**config.mk**
```make
export PLATFORM = sky130hd
export DESIGN_NAME = sseg_scan_driver
export DESIGN_NICKNAME = d
export VERILOG_FILES = /design/src/rtl/sseg_pkg.sv /design/src/rtl/bin2bcd_seq.sv /design/src/rtl/sseg_scan_driver.sv
export SDC_FILE = /design/constraint.sdc
export NUM_CORES = 1
export LEC_CHECK = 0
export CORE_MARGIN = 2
export CORE_UTILIZATION = 55
export CTS_CLUSTER_SIZE = 16
export DETAILED_ROUTE_END_ITERATION = 6
export PLACE_DENSITY = 0.77
export SYNTH_ARGS = -nofsm -noshare
export SYNTH_HDL_FRONTEND = slang
export SYNTH_HIERARCHICAL = 1
export SYNTH_SLANG_ARGS = --single-unit
export TNS_END_PERCENT = 1
```
**constraint.sdc**
```tcl
create_clock -name clk -period 2.4 [get_ports clk]
set_clock_uncertainty 0.05 [all_clocks]
set_input_delay 0.72 -clock clk [delete_from_list [all_inputs] [get_ports clk]]
set_output_delay 0.72 -clock clk [all_outputs]
set_load 0.02 [all_outputs]
```
**src/rtl/sseg_pkg.sv**
```systemverilog
// sseg_pkg: shared definitions for the seven-segment scan driver.
//   - SEG_HEX    : 16-entry active-high segment patterns {g,f,e,d,c,b,a} for 0..F
//   - SEG_DASH   : segment g only, shown on overflow
//   - SEG_BLANK  : all segments off
//   - state_t    : convert FSM states (IDLE, SHIFT, UPDATE)
//   - seg_pol()  : applies the board's segment polarity to an active-high pattern
package sseg_pkg;

    typedef enum logic [1:0] {
        IDLE   = 2'd0,
        SHIFT  = 2'd1,
        UPDATE = 2'd2
    } state_t;

    localparam logic [6:0] SEG_DASH  = 7'b1000000;
    localparam logic [6:0] SEG_BLANK = 7'b0000000;

    // Index 15 is listed first so SEG_HEX[n] is the pattern for nibble n.
    localparam logic [15:0][6:0] SEG_HEX = {
        7'b1110001,  // F
        7'b1111001,  // E
        7'b1011110,  // d
        7'b0111001,  // C
        7'b1111100,  // b
        7'b1110111,  // A
        7'b1101111,  // 9
        7'b1111111,  // 8
        7'b0000111,  // 7
        7'b1111101,  // 6
        7'b1101101,  // 5
        7'b1100110,  // 4
        7'b1001111,  // 3
        7'b1011011,  // 2
        7'b0000110,  // 1
        7'b0111111   // 0
    };

    function automatic logic [6:0] seg_pol(input logic [6:0] s, input logic active_low);
        return active_low ? ~s : s;
    endfunction

endpackage

```
**src/rtl/bin2bcd_seq.sv**
```systemverilog
// bin2bcd_seq: sequential double-dabble binary-to-BCD converter.
//   clk, rst : clock, synchronous active-high reset
//   start    : load bin and clear the BCD accumulator (takes priority)
//   bin      : binary value sampled on start
//   done     : high during the last shift cycle; bcd is final on the next cycle
//   bcd      : NIBBLES BCD digits, nibble 0 least significant
//   carry    : a set bit was shifted out of the top nibble (value too large)
// One shift per cycle, WIDTH cycles after start.
module bin2bcd_seq #(
    parameter int WIDTH   = 16,
    parameter int NIBBLES = 5
) (
    input  logic                   clk,
    input  logic                   rst,
    input  logic                   start,
    input  logic [WIDTH-1:0]       bin,
    output logic                   done,
    output logic [4*NIBBLES-1:0]   bcd,
    output logic                   carry
);

    localparam int CW = $clog2(WIDTH) + 1;

    logic [WIDTH-1:0]     sr;
    logic [CW-1:0]        cnt;
    logic                 busy;
    logic [4*NIBBLES-1:0] adj;

    // Add-3 correction on every nibble >= 5 ahead of the shift.
    always_comb begin
        adj = bcd;
        for (int i = 0; i < NIBBLES; i++) begin
            if (bcd[4*i +: 4] >= 4'd5)
                adj[4*i +: 4] = bcd[4*i +: 4] + 4'd3;
        end
    end

    assign done = busy && (cnt == CW'(WIDTH - 1));

    always_ff @(posedge clk) begin
        if (rst) begin
            sr    <= '0;
            bcd   <= '0;
            cnt   <= '0;
            busy  <= 1'b0;
            carry <= 1'b0;
        end else if (start) begin
            sr    <= bin;
            bcd   <= '0;
            cnt   <= '0;
            busy  <= 1'b1;
            carry <= 1'b0;
        end else if (busy) begin
            bcd   <= {adj[4*NIBBLES-2:0], sr[WIDTH-1]};
            sr    <= {sr[WIDTH-2:0], 1'b0};
            // Anything leaving the top nibble means the value exceeds NIBBLES digits.
            carry <= carry | adj[4*NIBBLES-1];
            cnt   <= cnt + CW'(1);
            if (done)
                busy <= 1'b0;
        end
    end

endmodule

```
**src/rtl/sseg_scan_driver.sv**
```systemverilog
// sseg_scan_driver: multiplexed seven-segment display driver.
//   clk, rst : clock, synchronous active-high reset
//   num      : binary value to display
//   hex_mode : 1 = hex nibbles, 0 = decimal
//   sseg     : segments {g,f,e,d,c,b,a}, polarity per ACTIVE_LOW
//   an       : one-hot digit enable, polarity per ACTIVE_LOW
//   ovf      : value does not fit in DIGITS digits (digits show dashes)
//   upd      : one-cycle pulse when the digit register is refreshed
// A free-running IDLE/SHIFT/UPDATE loop (WIDTH+2 cycles) samples num and
// refreshes the digit register; the scan runs independently of that loop.
// Build option SSEG_LZB_EN: leading-zero blanking in decimal mode.
module sseg_scan_driver
    import sseg_pkg::*;
#(
    parameter int DIGITS      = 4,
    parameter int WIDTH       = 16,
    parameter int REFRESH_DIV = 50000,
    parameter int ACTIVE_LOW  = 1
) (
    input  logic              clk,
    input  logic              rst,
    input  logic [WIDTH-1:0]  num,
    input  logic              hex_mode,
    output logic [6:0]        sseg,
    output logic [DIGITS-1:0] an,
    output logic              ovf,
    output logic              upd
);

    localparam int   NIB  = DIGITS + 1;
    localparam int   IDXW = (DIGITS > 1) ? $clog2(DIGITS) : 1;
    localparam int   CNTW = $clog2(REFRESH_DIV);
    localparam int   HB   = 4 * DIGITS;
    localparam int   HX   = (WIDTH > HB) ? WIDTH : HB;
    localparam logic POL  = (ACTIVE_LOW != 0);

    // ---------------- convert FSM ----------------
    state_t state, state_nxt;
    logic   start, load, done;

    always_ff @(posedge clk) begin
        if (rst) state <= IDLE;
        else     state <= state_nxt;
    end

    always_comb begin
        state_nxt = state;
        case (state)
            IDLE:    state_nxt = SHIFT;
            SHIFT:   if (done) state_nxt = UPDATE;
            UPDATE:  state_nxt = IDLE;
            default: state_nxt = IDLE;
        endcase
    end

    always_comb begin
        start = (state == IDLE);
        load  = (state == UPDATE);
    end

    // Shadow copies: num/hex_mode are only looked at in IDLE.
    logic [WIDTH-1:0] num_sh;
    logic             hex_sh;

    always_ff @(posedge clk) begin
        if (rst) begin
            num_sh <= '0;
            hex_sh <= 1'b0;
        end else if (start) begin
            num_sh <= num;
            hex_sh <= hex_mode;
        end
    end

    logic [4*NIB-1:0] bcd;
    logic             carry;

    bin2bcd_seq #(
        .WIDTH   (WIDTH),
        .NIBBLES (NIB)
    ) u_bcd (
        .clk   (clk),
        .rst   (rst),
        .start (start),
        .bin   (num),
        .done  (done),
        .bcd   (bcd),
        .carry (carry)
    );

    // ---------------- digit decode ----------------
    logic [HX-1:0]            num_ext;
    logic                     dec_ovf, hex_ovf, ovf_new;
    logic [3:0]               nib;
    logic [DIGITS-1:0][6:0]   seg_new;
`ifdef SSEG_LZB_EN
    logic                     lead;
`endif

    always_comb begin
        num_ext = HX'(num_sh);  // missing upper hex nibbles read as 0
        dec_ovf = carry | (bcd[4*DIGITS +: 4] != 4'd0);
        hex_ovf = |(num_ext >> HB);
        ovf_new = hex_sh ? hex_ovf : dec_ovf;
        nib     = '0;
        seg_new = '0;
`ifdef SSEG_LZB_EN
        lead    = 1'b1;
`endif
        // Walk from the most significant digit so leading zeros can be tracked.
        for (int k = DIGITS - 1; k >= 0; k--) begin
            nib = hex_sh ? num_ext[4*k +: 4] : bcd[4*k +: 4];
            seg_new[k] = ovf_new ? SEG_DASH : SEG_HEX[nib];
`ifdef SSEG_LZB_EN
            if (nib != 4'd0)
                lead = 1'b0;
            if (!hex_sh && !ovf_new && lead && (k != 0))
                seg_new[k] = SEG_BLANK;
`endif
        end
    end

    // ---------------- scan + registered outputs ----------------
    logic [CNTW-1:0]        cnt, cnt_nxt;
    logic [IDXW-1:0]        idx, idx_nxt;
    logic [DIGITS-1:0][6:0] digit_q, digit_nxt;
    logic                   disp_q, disp_nxt;
    logic [DIGITS-1:0]      an_nxt;
    logic                   tc;

    always_comb begin
        tc        = (cnt == CNTW'(REFRESH_DIV - 1));
        cnt_nxt   = tc ? '0 : cnt + CNTW'(1);
        idx_nxt   = idx;
        if (tc)
            idx_nxt = (idx == IDXW'(DIGITS - 1)) ? '0 : idx + IDXW'(1);
        digit_nxt = load ? seg_new : digit_q;
        // Digits stay dark until the first conversion lands after reset.
        disp_nxt  = disp_q | load;
        an_nxt    = disp_nxt ? (DIGITS'(1) << idx_nxt) : '0;
    end

    // sseg/an are both registered from next-state values so they switch together.
    always_ff @(posedge clk) begin
        if (rst) begin
            cnt     <= '0;
            idx     <= '0;
            digit_q <= '0;
            disp_q  <= 1'b0;
            ovf     <= 1'b0;
            upd     <= 1'b0;
            sseg    <= seg_pol(SEG_BLANK, POL);
            an      <= POL ? '1 : '0;
        end else begin
            cnt     <= cnt_nxt;
            idx     <= idx_nxt;
            digit_q <= digit_nxt;
            disp_q  <= disp_nxt;
            upd     <= load;
            if (load)
                ovf <= ovf_new;
            sseg    <= seg_pol(disp_nxt ? digit_nxt[idx_nxt] : SEG_BLANK, POL);
            an      <= POL ? ~an_nxt : an_nxt;
        end
    end

endmodule

```
==> impl_metrics.yaml <==
logic_synthesis:
  synthCells: 842
  synth.area.top_cells: "dfxtp_1, ha_1, nor2_1, nand2_1, a21oi_1"
  yosysMostFrequentCell: "dfxtp_1"
  synth_fp_nets: 899
  synth_commonest_cells: "dfxtp_1, nor2_1, nand2_1"
  yosysTopAreaCell: "dfxtp_1"
  postSynth.asyncResetShare_pct: 0
  synthXorXnorAreaFrac_pct: 1.782
  syn_area_per_cell_um2: 8.171
  synth_top_family_by_area: "simple AND/OR/NAND/NOR gates"
  synthMuxAreaShare_pct: 8.274
  synth_fa_ha_area_share_pct: 6.910
  synth_ff_type: "dfxtp_1"
  syn-cell-area_um2: 6880
  yosysSeqAreaShare_pct: 35.50
  synth_edf_count: 0
  synth-seq-cells: 122
  synth_simple_gate_area_share_pct: 21.51
  yosysWarnings: 6
  synth_top_area_share_pct: 35.50
  synth_compound_area_share_pct: 19.89
  synth.distinct_cells: 74
timing:
  rsz0062_at_grt: "true"
  hold_violations: 0
  setup-violations-final: 7
  period_share_pct: 109.1
  fmax_mhz: 381.8
  setup_ws_ns: -0.2191
  finalCriticalPeriod_ns: 2.619
  tightest_slew_ns: 0.9175
  max-slew-margin-rel_pct: 38.61
  slew_viol_final: 0
  whs_ns: 0.3984
place:
  gp_congestion: 0.9228
  dpl_cell_area_um2: 7677
  port_buffers: 31
  pre_cts_ws_ns: -0.2394
  dp.final_hpwl_mm: 12.99
route:
  detail_route.wl_per_cell_um: 16.78
  drc_errors: 0
  via_per_inst: 5.991
  firstDrtPassIters: 6
  drt_iter0_drc: 568
  final_antenna_net_count: 0
  totalWireLength_mm: 18.36
  vias: 6554
floorplan:
  start_util_pct: 56.81
  coreArea_um2: 12110
  die_w_um: 115.8
  die_y_um: 115.8
  rows: 40
  ios: 32
  die_area_um2: 13420
cells_and_area:
  layout.nets: 970
  layout-area-overhead-vs-synth_pct: 21.26
  multi_input_area_um2: 4106
  seqCellArea_um2: 2447
  postLayoutCellArea_um2: 8343
  fillCellCount: 955
  drive_above_1_share_pct: 15.87
  diodes: 0
worst_setup_path:
  r2r_end: "sseg[0]"
  critical_path.top_delay_family: "compound AO/OA/AOI/OAI gates"
  reg2reg_depth: 9
  critPathMaxStageDelay_ns: 0.55
  worstPathBufferInverterCount: 2
  setup.worst_path.class: "flip-flop to flip-flop"
  crit_chain: "mux2i_4 -> buf_6 -> ha_2 -> mux2_4 -> a222oi_1 -> buf_4 -> a22o_1 -> o22ai_2 -> a211o_1"
  critPathSlowestCell: "a222oi_1"
  crit_required_ns: 2.64
  worst-r2r-setup-slack_ns: -0.22
  crit_fanout: 6
  critPathLaunchType: "flip-flop"
  reg2reg_from: "hex_sh"
  crit_arrival_ns: 2.86
  critPathCaptureType: "flip-flop"
pwr:
  peakVddDrop_v: 0.0004431
  p_sw_w: 0.001227
  p_int_w: 0.003874
  switching_share_pct: 24.06
  pwr-share-comb_pct: 9.8
  fin_total_pwr_w: 0.005101
  pwr-share-clk_pct: 48.5
  cellLeakagePower_nw: 3.198
  sequentialPowerShare_pct: 41.7
  power_density_nw_per_um2: 611.5
grt:
  grt_pass1_vias: 6283
  grt_pass1_wl_mm: 29.88
  antenna_found_initial: 0
  track_usage_pct: 28.11
  grt_max_degree: 44
  grt_overflow: 0
hold_path:
  hold_end: "cnt[0]"
  min_delay_path_depth: 1
  hp-start: "cnt[0]"
  hold_path.class: "flip-flop to flip-flop"
clocking:
  clockBufferDepth: 2
  cts_buffers: 17
  cts.sinks: 122
  cts_tree: "yes"
  cts.clk_slew.worst_paths_ns: 0.06
  clockRootBuffer: "clkbuf_16"
  htree_levels: 4
  clk_latency_ns: 0.41
flow_run:
  cap_violations: 0
run_status:
  status: "finished, violations left"
  violations: "setup timing"
==> metrics by stage <==
stage | util [%] | cells | TNS (ns)
after floorplan | - | 842 | -0.03428
after global placement | 63.39 | 1060 | -0.2517
after detailed placement | 63.39 | 1060 | -0.6460
after CTS | 68.32 | 1093 | -0.4002
after global routing | 68.88 | 1094 | -1.576
final | 68.88 | 1094 | -0.6073
==> what timing repair did <==
item                                    CTS  global route
gates resized for setup                   9            17
pin swaps                                 1             5
buffers inserted                          1             1
hold buffers                              0             0
cloned                                    0             0
endpoints found under the setup margin    9            13
==> flip-flops by register name (all words and copies together), names as in the netlist, 2 cells and up <==
register and cells:
idx 2, u_bcd/cnt 5, state 2, sseg 7
cnt 16, an 4, u_bcd/sr 16, num_ext 16
digit_q 28, u_bcd/bcd 20
==> worst max path at each step <==
| stage | startpoint | end | cells past startpoint |
|---|---|---|---|
| detailed placement | hex_sh | sseg[0] | 9 |
| finish | hex_sh | sseg[0] | 9 |
| floorplan | hex_sh | sseg[6] | 11 |
| global route | hex_sh | sseg[0] | 9 |
| CTS | hex_sh | sseg[0] | 9 |
| global placement | hex_sh | sseg[0] | 9 |
==> final cells by class <==
cell class                 count  share of cell area (%)
clock inverter                 7                   1.095
inverter                      37                   1.665
multi-input combinational    631                   49.22
tap                          168                   2.520
timing repair buffer         104                   10.47
clock buffer                  25                   5.699
sequential                   122                   29.33
==> cells by family (layout without fill, tap and decap cells) <==
logic type | Yosys count | count (layout)
AOI/OAI and AO/OA | 210 | 210
muxes | 51 | 51
and+or+nand+nor | 318 | 318
buffers and inverters | 89 | 173
DFF | 122 | 122
xor gates and xnor gates | 14 | 14
adders and majority gates | 38 | 38
==> layout by cell type, fill, tap and decap left out, types with 12 or more instances in the layout <==
cell type        instances
dfxtp_1                120
nor2_1                 110
nand2_1                108
a21oi_1                 75
buf_4                   70
o21ai_0                 39
inv_1                   35
ha_1                    34
mux2i_1                 30
clkdlybuf4s50_1         30
nand3_1                 21
clkbuf_16               17
nor3_1                  13
nand2b_1                12
==> power by group through the flow <==
| stage | clock network, W | registers [W] | logic (W) |
|---|---|---|---|
| after detailed placement | 0 | 0.00217 | 0.000474 |
| after global routing | 0.00259 | 0.00213 | 0.000549 |
| final | 0.00247 | 0.00213 | 0.000501 |
| after global placement | 0 | 0.00217 | 0.000455 |
| after CTS | 0.00249 | 0.00212 | 0.000483 |
| after floorplan | 0 | 0.00215 | 0.000327 |
==> layer usage <==
layer  routed length [um]  track usage, %
met1                 7600           33.72
met2                 9166           48.69
met5                    0               0
met3                 1114           6.642
met4                  480           11.11
No activity file was read; power rests on OpenSTA's default activity.
